--- config.mk ---
export PLATFORM = sky130hd
export DESIGN_NAME = cache_arbiter
export DESIGN_NICKNAME = d
export VERILOG_FILES = /design/src/rtl/cache_arbiter_pkg.sv /design/src/rtl/cache_arbiter.sv
export SDC_FILE = /design/constraint.sdc
export NUM_CORES = 1
export LEC_CHECK = 0
export ABC_AREA = 0
export CORE_AREA = 5 5 271 273
export CTS_CLUSTER_DIAMETER = 120
export DETAILED_ROUTE_END_ITERATION = 10
export DIE_AREA = 0 0 276 278
export GPL_TIMING_DRIVEN = 0
export SLEW_MARGIN = 0
export SYNTH_ARGS = -nofsm -noshare
export SYNTH_HDL_FRONTEND = slang
export SYNTH_SLANG_ARGS = --single-unit
--- constraint.sdc ---
create_clock -name clk -period 3.6 [get_ports clk]
set_clock_uncertainty 0.05 [all_clocks]
set_input_delay 0.72 -clock clk [delete_from_list [all_inputs] [get_ports clk]]
set_output_delay 0.72 -clock clk [all_outputs]
set_load 0.01 [all_outputs]
--- src/rtl/cache_arbiter_pkg.sv ---
// Shared LC-3b memory-side types: word, cacheline, arbiter state, grant choice.
// Pure declarations; no timing or flow control of its own.
package cache_arbiter_pkg;

    localparam int LC3B_WORD_W = 16;
    localparam int LC3B_LINE_W = 128;

    typedef logic [LC3B_WORD_W-1:0] lc3b_word;
    typedef logic [LC3B_LINE_W-1:0] lc3b_cacheline;

    typedef enum logic [1:0] {
        ARB_IDLE,
        ARB_ICACHE,
        ARB_DCACHE
    } lc3b_arb_state;

    // On a tie the requester that did not win last time gets the port.
    function automatic lc3b_arb_state arb_pick(input logic i_req,
                                               input logic d_req,
                                               input logic last_d);
        lc3b_arb_state pick;
        pick = ARB_IDLE;
        if (i_req && d_req)
            pick = last_d ? ARB_ICACHE : ARB_DCACHE;
        else if (i_req)
            pick = ARB_ICACHE;
        else if (d_req)
            pick = ARB_DCACHE;
        return pick;
    endfunction

endpackage

--- src/rtl/cache_arbiter.sv ---
// Round-robin arbiter sharing one physical-memory port between I-cache and D-cache.
// Grant visible one cycle after request; resp is combinational from pmem_resp; losers hold until IDLE.
module cache_arbiter
    import cache_arbiter_pkg::*;
#(
    parameter int LINE_W = 128
) (
    input  logic              clk,
    input  logic              reset,

    input  logic              icache_read,
    input  logic [15:0]       icache_address,
    output logic              icache_resp,
    output logic [LINE_W-1:0] icache_rdata,

    input  logic              dcache_read,
    input  logic              dcache_write,
    input  logic [15:0]       dcache_address,
    input  logic [LINE_W-1:0] dcache_wdata,
    output logic              dcache_resp,
    output logic [LINE_W-1:0] dcache_rdata,

    output logic              pmem_read,
    output logic              pmem_write,
    output logic [15:0]       pmem_address,
    output logic [LINE_W-1:0] pmem_wdata,
    input  logic [LINE_W-1:0] pmem_rdata,
    input  logic              pmem_resp
);

    lc3b_arb_state state;
    lc3b_arb_state state_next;
    logic          last_d;
    logic          i_req;
    logic          d_req;

    assign i_req = icache_read;
    assign d_req = dcache_read | dcache_write;

    always_ff @(posedge clk or posedge reset) begin
        if (reset) begin
            state  <= ARB_IDLE;
            last_d <= 1'b0;
        end else begin
            state <= state_next;
            if (state == ARB_IDLE && state_next != ARB_IDLE)
                last_d <= (state_next == ARB_DCACHE);
        end
    end

    always_comb begin
        state_next = state;
        case (state)
            ARB_IDLE:   state_next = arb_pick(i_req, d_req, last_d);
            ARB_ICACHE,
            ARB_DCACHE: if (pmem_resp) state_next = ARB_IDLE;
            default:    state_next = ARB_IDLE;
        endcase
    end

    // Commands decode from state only, except the read/write choice inside a D grant.
    always_comb begin
        pmem_read    = 1'b0;
        pmem_write   = 1'b0;
        pmem_address = '0;
        icache_resp  = 1'b0;
        dcache_resp  = 1'b0;
        case (state)
            ARB_ICACHE: begin
                pmem_read    = 1'b1;
                pmem_address = icache_address;
                icache_resp  = pmem_resp;
            end
            ARB_DCACHE: begin
                pmem_read    = dcache_read;
                pmem_write   = dcache_write;
                pmem_address = dcache_address;
                dcache_resp  = pmem_resp;
            end
            default: ;
        endcase
    end

    // Data buses are plain pass-throughs, forced quiet while reset is held.
    assign pmem_wdata   = reset ? '0 : dcache_wdata;
    assign icache_rdata = reset ? '0 : pmem_rdata;
    assign dcache_rdata = reset ? '0 : pmem_rdata;

endmodule

==> reports/metrics.yaml <==
run_status:
  status: "finished, final reports clean"
die:
  row_count: 98
  die_h_um: 278
  io_pins: 698
  die_x_um: 276
  initial_core_util_pct: 4.50
  coreArea_um2: 70900
  dieArea_um2: 76700
sta:
  whs_ps: 558
  slew_headroom_pct: 48.0
  setup_violations: 0
  worstMarginPinSlew_ps: 778
  rsz0062_at_grt: "no"
  fmax_mhz: 307
  timing.final.hold_violations: 0
  min_period_ps: 3250
  finalCritPeriodShare_pct: 90.4
  drv_slew: 0
route:
  drt_iter0_markers: 139
  dr.pass1.iters: 4
  viasPerCell: 2.71
  detail-route-antenna-nets: 0
  drc: 0
  dr_total_vias: 5778
  wire_per_inst_um: 19.2
  finalWirelength_mm: 40.9
logic_synthesis:
  ys_ff_latch: 3
  synth_cell_types: 18
  ys_seq_area_share_pct: 2.36
  muxShareOfSynthArea_pct: 0
  synth_cells: 475
  syn_area_per_cell_um2: 6.71
  synth_fp_nets: 773
  synth_xor_area_share_pct: 0
  synth-compound-area-share_pct: 5.50
  synth-simple-area-share_pct: 55.0
  syn_area_um2: 3190
  synth_top_family_by_area: "simple AND/OR/NAND/NOR gates"
  synth_adder_area_share_pct: 1.57
  yosys_warnings: 0
place:
  io_buffer_count: 696
  dp.cells: 2121
  place_hpwl_mm: 38.0
  placed_area_um2: 11300
  gp_congestion: 0.912
worst_setup_path:
  cpPeakStageDelay_ps: 530
  path_depth: 5
  crit_path_frequent_cell: "buf_2"
  crit_type: "primary input to primary output"
  timing.rr.start: "state[0]$_DFF_PP0_"
  r2r_end: "last_d$_DFFE_PP0P_"
  ff2ff_path_depth: 5
  worst-path-buf-inv: 4
  cp-endpoint: "icache_rdata[83]"
  cp-end-kind: "primary output"
  critPathMaxFanout: 10
  cp_slowest_cell: "clkdlybuf4s50_1"
  startpoint: "reset"
  cp_data_arrival_time_ps: 2480
  path_delay_family: "buffers and inverters"
  cp.required_ps: 2830
  path_cells: "buf_2 > buf_2 > nor2b_2 > buf_4 > clkdlybuf4s50_1"
  worstSetupStartpointType: "primary input"
  r2r_slack_ps: 1850
clocking:
  cts_tree: "done"
  cts_buffers: 3
  clkLatencyLatePin_ps: 220
  post_cts_buffers: 0
  cts_max_level: 1
  root_buffer: "clkbuf_16"
  clock_sinks: 3
  path_clk_slew_ps: 30
  clock_path_buffers: 2
pwr:
  leakagePower_nw: 4.15
  power_density_nw_per_um2: 182
  peakVddDrop_mv: 0.293
layout:
  fill_cells: 8161
  area_growth_pct: 259
  finalNetCount: 1474
  final_common_cell: "clkdlybuf4s50_1"
  fin_cells: 2131
  layout_common_cells: "696 x clkdlybuf4s50_1, 272 x nor2b_1, 128 x buf_4"
  drive_gt1_share_pct: 13.6
  finalInstanceArea_um2: 11400
min_path:
  hold_class: "primary input to async pin"
grt:
  overflow: 0
  grt_pass1_wl_mm: 52.4
  use_met1_pct: 10.6
  busiest_layer: "met2"
  grt_pass1_vias: 6110
  grt_util_met3_pct: 5.10
  gr-usage-met2_pct: 16.6
  antenna_found_initial: 20
  grt_usage_pct: 9.72
  grt_max_degree: 11
flow_run:
  max_cap_viol_count: 0
[what timing repair did]
action,CTS,global route
hold buffers,0,0
gates resized for setup,1,0
hold endpoints to repair,0,0
endpoints found under the setup margin,2,0
[Yosys cell counts (all sizes together)]
| master | count | area [um2] |
|---|---|---|
| clkbuf | 6 | 22.5 |
| nor3 | 1 | 5.00 |
| nand2 | 1 | 3.75 |
| a221oi | 1 | 15.0 |
| and2 | 3 | 18.8 |
| ha | 4 | 50.1 |
| buf | 155 | 1100 |
| nand3b | 1 | 7.51 |
| a21oi | 3 | 15.0 |
| a22oi | 16 | 120 |
| dfrtp | 3 | 75.1 |
| nor2b | 273 | 1710 |
| o211ai | 1 | 7.51 |
| o21bai | 1 | 7.51 |
| nor4bb | 1 | 10.0 |
| a41o | 1 | 10.0 |
| inv | 4 | 15.0 |
[worst register-to-register path: stages, from the launching register on]
cell,delay [ps]
dfrtp_1,400
inv_1,80
ha_1,430
nor4bb_1,180
a41o_1,240
a221oi_2,270
[how the worst min path moves through the flow]
stage / slack, ps / to / from
floorplan: 530 / state[1]$_DFF_PP0_ / last_d$_DFFE_PP0P_
global placement: 570 / state[1]$_DFF_PP0_ / last_d$_DFFE_PP0P_
detailed placement: 610 / state[1]$_DFF_PP0_ / last_d$_DFFE_PP0P_
CTS: 580 / state[1]$_DFF_PP0_ / reset
global route: 600 / state[1]$_DFF_PP0_ / reset
finish: 560 / state[1]$_DFF_PP0_ / reset
[report_power, final]
group          internal [mW]  leakage [nW]  switching (mW)
Clock                  0.146        0.0382          0.0309
Sequential            0.0499        0.0364          0.0187
Combinational           1.08          4.08           0.755
Total                   1.28          4.15           0.805
[cell families (layout without fill, tap and decap cells)]
| logic type | after synthesis | after routing |
|---|---|---|
| other | 0 | 6 |
| and+or+nand+nor | 280 | 280 |
| adders and majority gates | 4 | 4 |
| DFF | 3 | 3 |
| AOI/OAI and AO/OA | 23 | 23 |
| buffers and inverters | 165 | 865 |
[metal layers]
| layer | vias to the layer above | routed length [um] | part of all wire (%) |
|---|---|---|---|
| li1 | 2727 | - | - |
| met1 | 2508 | 15700 | 38 |
| met2 | 475 | 18800 | 46 |
| met3 | 58 | 4970 | 12 |
| met4 | 10 | 1340 | 3.3 |
| met5 | - | 62 | 0.15 |
[sequential cells by signal (all words and copies together) (netlist names)]
signal  count
last_d      1
state       2
[layout make-up]
type | count | area (um2) | share of cell area (%)
tap | 950 | 1190 | 10.4
clock buffer | 4 | 78.8 | 0.689
antenna | 6 | 15.0 | 0.131
timing repair buffer | 696 | 6970 | 60.9
inverter | 4 | 15.0 | 0.131
multi-input combinational | 307 | 1980 | 17.3
sequential | 3 | 75.1 | 0.656
buffer | 161 | 1120 | 9.78
[metrics by stage]
stage,util [%],worst slack (ps),setup TNS [ps],power (mW)
3_5_place_dp,16.0,-124,-200,1.93
3_3_place_gp,16.0,-132,-211,1.93
2_1_floorplan,-,1360,0,0.771
5_1_grt,16.1,222,0,2.22
4_1_cts,16.1,216,0,2.12
6_report,16.1,347,0,2.08
No activity file was read; power rests on OpenSTA's default activity.
